[src/rtl/pinmux_pkg.sv]
// Shared types for the pad input filter.
// Holds the per-pad filter configuration struct and its default width.
package pinmux_pkg;

  localparam int unsigned FiltCntWDef = 4;

  typedef struct packed {
    logic                   filter_en;
    logic [FiltCntWDef-1:0] thresh;
  } pad_filt_cfg_t;

  // A disabled filter behaves as threshold zero.
  function automatic logic [FiltCntWDef-1:0] eff_thresh(
    input pad_filt_cfg_t cfg
  );
    return cfg.filter_en ? cfg.thresh : '0;
  endfunction

endpackage

[src/rtl/pinmux_pad_in_filter_chan.sv]
// One pad input channel: synchronizer, glitch filter, edge detect.
// Edge detect registers exist only with PINMUX_PAD_IN_EDGE_DET_EN.
module pinmux_pad_in_filter_chan
  import pinmux_pkg::*;
#(
  parameter int unsigned FiltCntW = FiltCntWDef
) (
  input  logic          clk_i,
  input  logic          rst_i,
  input  logic          pad_i,
  input  logic          oe_i,
  input  pad_filt_cfg_t cfg_i,
  output logic          in_o,
  output logic          rise_o,
  output logic          fall_o
);

  logic [1:0]          sync_q;
  logic                sync;
  logic [FiltCntW-1:0] cnt_q, cnt_d;
  logic [FiltCntW-1:0] thr;
  logic                out_q, out_d;

  always_ff @(posedge clk_i or posedge rst_i) begin
    if (rst_i) begin
      sync_q <= '0;
    end else begin
      sync_q <= {sync_q[0], pad_i};
    end
  end

  assign sync = sync_q[1];
  assign thr  = FiltCntW'(eff_thresh(cfg_i));

  // oe wins over everything so a driven pad never disturbs the output.
  always_comb begin
    cnt_d = cnt_q;
    out_d = out_q;
    if (oe_i) begin
      cnt_d = '0;
    end else if (sync == out_q) begin
      cnt_d = '0;
    end else if (cnt_q >= thr) begin
      out_d = sync;
      cnt_d = '0;
    end else begin
      cnt_d = cnt_q + 1'b1;
    end
  end

  always_ff @(posedge clk_i or posedge rst_i) begin
    if (rst_i) begin
      cnt_q <= '0;
      out_q <= 1'b0;
    end else begin
      cnt_q <= cnt_d;
      out_q <= out_d;
    end
  end

  assign in_o = out_q;

`ifdef PINMUX_PAD_IN_EDGE_DET_EN
  logic rise_q, fall_q;

  // Computed from out_d so the pulse lines up with the new in_o.
  always_ff @(posedge clk_i or posedge rst_i) begin
    if (rst_i) begin
      rise_q <= 1'b0;
      fall_q <= 1'b0;
    end else begin
      rise_q <= out_d & ~out_q;
      fall_q <= ~out_d & out_q;
    end
  end

  assign rise_o = rise_q;
  assign fall_o = fall_q;
`else
  assign rise_o = 1'b0;
  assign fall_o = 1'b0;
`endif

endmodule

[src/rtl/pinmux_pad_in_filter.sv]
// Pad input filter bank: one independent channel per pad.
// Edge events are built only when PINMUX_PAD_IN_EDGE_DET_EN is defined.
module pinmux_pad_in_filter
  import pinmux_pkg::*;
#(
  parameter int unsigned NumPads  = 4,
  parameter int unsigned FiltCntW = FiltCntWDef
) (
  input  logic                        clk_i,
  input  logic                        rst_i,
  input  logic          [NumPads-1:0] pad_in_i,
  input  logic          [NumPads-1:0] pad_oe_i,
  input  pad_filt_cfg_t [NumPads-1:0] filt_cfg_i,
  output logic          [NumPads-1:0] in_o,
  output logic          [NumPads-1:0] rise_o,
  output logic          [NumPads-1:0] fall_o
);

  for (genvar g = 0; g < NumPads; g++) begin : g_chan
    pinmux_pad_in_filter_chan #(
      .FiltCntW(FiltCntW)
    ) u_chan (
      .clk_i (clk_i),
      .rst_i (rst_i),
      .pad_i (pad_in_i[g]),
      .oe_i  (pad_oe_i[g]),
      .cfg_i (filt_cfg_i[g]),
      .in_o  (in_o[g]),
      .rise_o(rise_o[g]),
      .fall_o(fall_o[g])
    );
  end

endmodule

[config.mk]
export PLATFORM = sky130hd
export DESIGN_NAME = pinmux_pad_in_filter
export DESIGN_NICKNAME = d
export VERILOG_FILES = /design/src/rtl/pinmux_pkg.sv /design/src/rtl/pinmux_pad_in_filter_chan.sv /design/src/rtl/pinmux_pad_in_filter.sv
export SDC_FILE = /design/constraint.sdc
export NUM_CORES = 1
export LEC_CHECK = 0
export ABC_AREA = 1
export ABC_CLOCK_PERIOD_IN_PS = 1800
export BUFFER_PORTS_ARGS = -buffer_cell sky130_fd_sc_hd__buf_2
export CAP_MARGIN = 20
export CORE_UTILIZATION = 45
export DETAILED_ROUTE_END_ITERATION = 7
export PLACE_DENSITY = 0.67
export SYNTH_ARGS = -nofsm -noshare
export SYNTH_HDL_FRONTEND = slang
export SYNTH_SLANG_ARGS = --single-unit
[constraint.sdc]
create_clock -name clk_i -period 1.8 [get_ports clk_i]
set_input_delay 0.27 -clock clk_i [delete_from_list [all_inputs] [get_ports clk_i]]
set_output_delay 0.27 -clock clk_i [all_outputs]
set_load 0.01 [all_outputs]
# Yosys cells after proc, flatten, opt, wreduce, memory -nomap -nowiden
# Cells that the tools add are included.
[totals]
latch_bits = 0
word_cells = 52
mem_bits_rw = 0
output_inout_bits = 12
rom_bits = 0
in_bits = 30
register_bits = 28
n_memories = 0
[classes]
order_cmp = 4
n_shift = 0
eq_ne = 4
mul = 0
mux = 16
div_mod_pow = 0
n_reduce_logical = 4
bitwise = 8
n_addsub = 4
[ops]
columns = ["op", "n"]
rows = [
  ["$mux W4", 16],
  ["$add A4 B1 Y4 const B", 4],
  ["$ge A4 B4 Y1", 4],
  ["$reduce_and A3 Y1", 4],
  ["$not A1 Y1", 8],
  ["$eq A1 B1 Y1", 4],
]

# Logic depth before layout (Yosys ltp)
[logic_depth]
ltp_word = 5
ltp_mapped = 12
mapped_depth_nobuf = 12

# Cells and area by module
# Synthesis repeated with hierarchy kept, for this count alone.
[hier_totals]
cells_unflattened = 188
area_unflattened_um2 = 1616.6
[modules_own_cells]
columns = ["module", "seq_area_each_um2", "cells_per_inst", "area_per_inst_um2", "instances"]
rows = [
  ["pinmux_pad_in_filter_chan", 175.2, 47, 404.1, 4],
]

# Least setup slack after synthesis
# OpenSTA, ideal clock, no wires.
[synth_path]
path_kind = "reg-to-reg"
startpoint = "register g_chan[0].u_chan.cnt_q[3]"
endpoint = "register g_chan[0].u_chan.out_q"
setup_slack_ns = 0.522
arrival_ns = 1.165
path_buffers = 0
path_stages_with_launch = 8
cell_sequence = "dfrtp_1 > ha_1 > a21oi_2 > nand3_2 > nand2_2 > nand2_1 > nand2_1 > inv_1"
[synth_via]
elab_chain_len = 2
[synth_rtl]
columns = ["item", "line", "rtl"]
rows = [
  ["from (decl)", "pinmux_pad_in_filter_chan.sv:20", "logic [FiltCntW-1:0] cnt_q, cnt_d;"],
  ["from (signal assigned)", "pinmux_pad_in_filter_chan.sv:56", "cnt_q <= cnt_d;"],
  ["$ge A4 B4 Y1", "pinmux_pad_in_filter_chan.sv:43", "end else if (cnt_q >= thr) begin"],
  ["$reduce_and A3 Y1 (no line)", "n/a", ""],
  ["to (signal assigned)", "pinmux_pad_in_filter_chan.sv:57", "out_q <= out_d;"],
  ["to (decl)", "pinmux_pad_in_filter_chan.sv:22", "logic out_q, out_d;"],
]
# Every way passes these cells.
# A chain may end at the register's enable or synchronous reset.

# Worst setup path in the final report
[layout_path]
startpoint = "register g_chan[2].u_chan.cnt_q[3]"
endpoint = "register g_chan[2].u_chan.out_q"
[layout_via]
elab_chain_len = 2
[layout_rtl]
columns = ["item", "line"]
rows = [
  ["from (decl)", "pinmux_pad_in_filter_chan.sv:20"],
  ["from (signal assigned)", "pinmux_pad_in_filter_chan.sv:56"],
  ["$ge A4 B4 Y1", "pinmux_pad_in_filter_chan.sv:43"],
  ["$reduce_and A3 Y1 (no line)", "n/a"],
  ["to (signal assigned)", "pinmux_pad_in_filter_chan.sv:57"],
  ["to (decl)", "pinmux_pad_in_filter_chan.sv:22"],
]
# Every way passes these cells.

==> run_results.csv <==
group,metric,value,unit
clock_tree,cts-resized-gates,0,
clock_tree,cts_buffer_depth,2,
grt,grt_max_degree,29,
synth,async_reset_ff_share,100,%
route,highest_layer,"met4",
clock_tree,clkTransAtPathRegs,0.09,ns
sta,timing.hold.ws,0.0371,ns
sta,skew,0.00584,ns
route,drtAntennaViolNets,0,
clock_tree,cts_tree,"yes",
synth,synthMostInstantiatedCell,"nand2_1",
route,avgViaCountPerCell,4.38,
sta,tns,0,ns
place,placed_area,0.00188,mm^2
route,initialDrtViolationCount,37,
job,maxCapViolCount,0,
place,gp_congestion,0.711,
clock_tree,clock_sinks,28,
pwr,powerDensity,698,mW/mm^2
worst_setup_path,cp_max_fo,6,
route,wl_met2,1.09,mm
sta,rsz0062_at_grt,"false",
synth,synth_edf_count,0,
sta,max_freq,726,MHz
worst_setup_path,cpLargestDelayFamily,"flip-flops",
worst_setup_path,start_kind,"register",
synth,yosys_warnings,0,
sta,hold_violations,0,
route,drc,0,
sta,slew_violations,0,
floorplanning,die_width,63.7,um
floorplanning,core-area,0.00366,mm^2
route,via_count,1201,
grt,gr-total-overflow,0,
synth,synth_area_leaders,"dfrtp_1 41%, ha_1 15%, nand2_1 9.0%",
clock_tree,worstSkewPairLatency,0.27,ns
worst_hold_path,hold_path_class,"input port to asynchronous set/reset pin",
finish,num-nets-final,278,
worst_setup_path,worst-endpoint-arrival,1.56,ns
worst_setup_path,cp_cell_sequence,"ha_1 -> a21oi_1 -> nand3_2 -> nand2_1 -> nand2_1 -> nand2_1 -> inv_1",
clock_tree,cts_buffers,3,
route,post_drt_wl_per_cell,8.89,um
worst_setup_path,worst-path-buf-inv,1,
synth,ys_top_cells_by_count,"41 x nand2_1, 37 x inv_1, 28 x dfrtp_1",
synth,synthCells,194,
pwr,peakVddDrop,0.422,mV
synth,synth.distinct_cells,17,
synth,synth.avg_cell_area,8.83,um^2
floorplanning,dieHeight,63.7,um
sta,period_minus_slack,1.38,ns
route,wl_met3,107,um
floorplanning,start_util,46.8,%
worst_setup_path,cp.required,1.98,ns
synth,synth_flop_cell,"dfrtp_1",
worst_setup_path,critical_path_class,"register to register",
synth,ys_ff_latch,28,
grt,grt_pass1_vias,1127,
sta,finalCritPeriodShare,76.5,%
finish,areaGrowthSynthToFinish,12.3,%
worst_setup_path,worstSetupPathDepth,7,
floorplanning,dieArea,0.00406,mm^2
finish,drive_gt1_share,22.6,%
route,wl,2.44,mm
worst_setup_path,cp_slowest_cell,"dfrtp_1",
clock_tree,cts_hold_buf,0,
worst_setup_path,rrSetupSlack,0.42,ns
grt,grt_pass1_wl,4.46,mm
pwr,power.total,1.34,mW
clock_tree,htreeDepth,1,
clock_tree,ctsRootBufferMaster,"clkbuf_8",
finish,antenna_cells,0,
clock_tree,postCtsSetupRepairBufs,0,
floorplanning,num_rows,22,
grt,antenna_found_initial,0,
place,io_buffers,33,
worst_setup_path,crit_top_cell,"nand2_1",
synth,synth_area_leader_cell,"dfrtp_1",
worst_setup_path,r2r_cells,7,
worst_setup_path,cpPeakStageDelay,0.40,ns
synth,yosysTopAreaCellShare,40.9,%
place,hpwl,1.98,mm
synth,synth-seq-area-share,40.9,%
synth,netlist_area,0.00171,mm^2
route,wl_met1,1.21,mm
finish,stdcell_area,0.00192,mm^2
sta,setup_viol,0,
grt,grtUsageTotal,13.8,%
pwr,leakagePower,1.08,nW
route,dr.pass1.iters,3,
outcome,run_status,"finished clean",
worst_setup_path,worst_setup_path_end_kind,"register",
floorplanning,num_io_pins,42,
metrics by stage:
step	std cells	util (%)	setup slack, ns
final	274	52.5	0.423
after global routing	274	52.5	0.288
after CTS	274	52.5	0.415
after detailed placement	271	51.4	0.387
after global placement	271	51.4	0.403
after floorplan	201	-	0.522
flip-flops by register name, indices dropped and copies added (netlist names):
name,count
g_chan.u_chan.in_o,4
g_chan.u_chan.sync_q,8
g_chan.u_chan.cnt_q,16
layer usage:
layer  track usage, %  up-vias
met1             17.8      512
met3             2.90        4
li1                 -      659
met5                0        -
met2             23.0       26
met4             4.26        0
area by class of cell:
type,count,area (um^2)
clock buffer,3,41.3
fill,367,1740
inverter,37,139
multi-input combinational,124,810
sequential,28,701
tap,48,60.1
timing repair buffer,34,173
layout by cell type, fill, tap and decap left out:
| cell | instances |
|---|---|
| clkbuf_8 | 3 |
| o21ai_1 | 4 |
| nand4_1 | 4 |
| ha_1 | 20 |
| conb_1 | 8 |
| nand2_1 | 41 |
| xor2_1 | 4 |
| a21oi_1 | 5 |
| nor3b_2 | 4 |
| buf_4 | 1 |
| nor3_1 | 12 |
| a21oi_2 | 3 |
| nand3_1 | 8 |
| xnor2_1 | 4 |
| nand2_2 | 3 |
| dfrtp_1 | 28 |
| inv_1 | 37 |
| nand3_2 | 4 |
| buf_2 | 33 |
cells by family (layout without fill, tap and decap cells):
group	after synthesis	count (layout)	share of synthesized area, %
flops	28	28	40.9
fa+ha+maj	20	20	14.6
buf+inv	49	74	13.4
other cells	1	8	0.219
xor+xnor	8	8	4.09
simple gates	76	76	22.6
compound gates	12	12	4.16
path summary, 6_finish.rpt:
| path | start | end |
|---|---|---|
| worst max-delay path | g_chan[2].u_chan.cnt_q[3] | g_chan[2].u_chan.in_o |
| worst min-delay path | rst_i | g_chan[2].u_chan.sync_q[0] |
| worst max register to register | g_chan[2].u_chan.cnt_q[3] | g_chan[2].u_chan.in_o |
| worst min register to register | g_chan[1].u_chan.sync_q[0] | g_chan[1].u_chan.sync_q[1] |
| max in group asynchronous | rst_i | g_chan[0].u_chan.cnt_q[3] |
| min in group clk_i | pad_in_i[2] | g_chan[2].u_chan.sync_q[0] |
worst reg2reg max path: stages (launching register included):
cell and delay, ns:
dfrtp_1 0.40, ha_1 0.33, a21oi_1 0.18, nand3_2 0.16, nand2_1 0.09, nand2_1 0.05, nand2_1 0.05, inv_1 0.03
power breakdown:
part	internal, mW	switching, mW
clock	0.150	0.186
combinational	0.120	0.171
sequential	0.673	0.0418
Note: power is estimated with default switching activity, not from simulation.
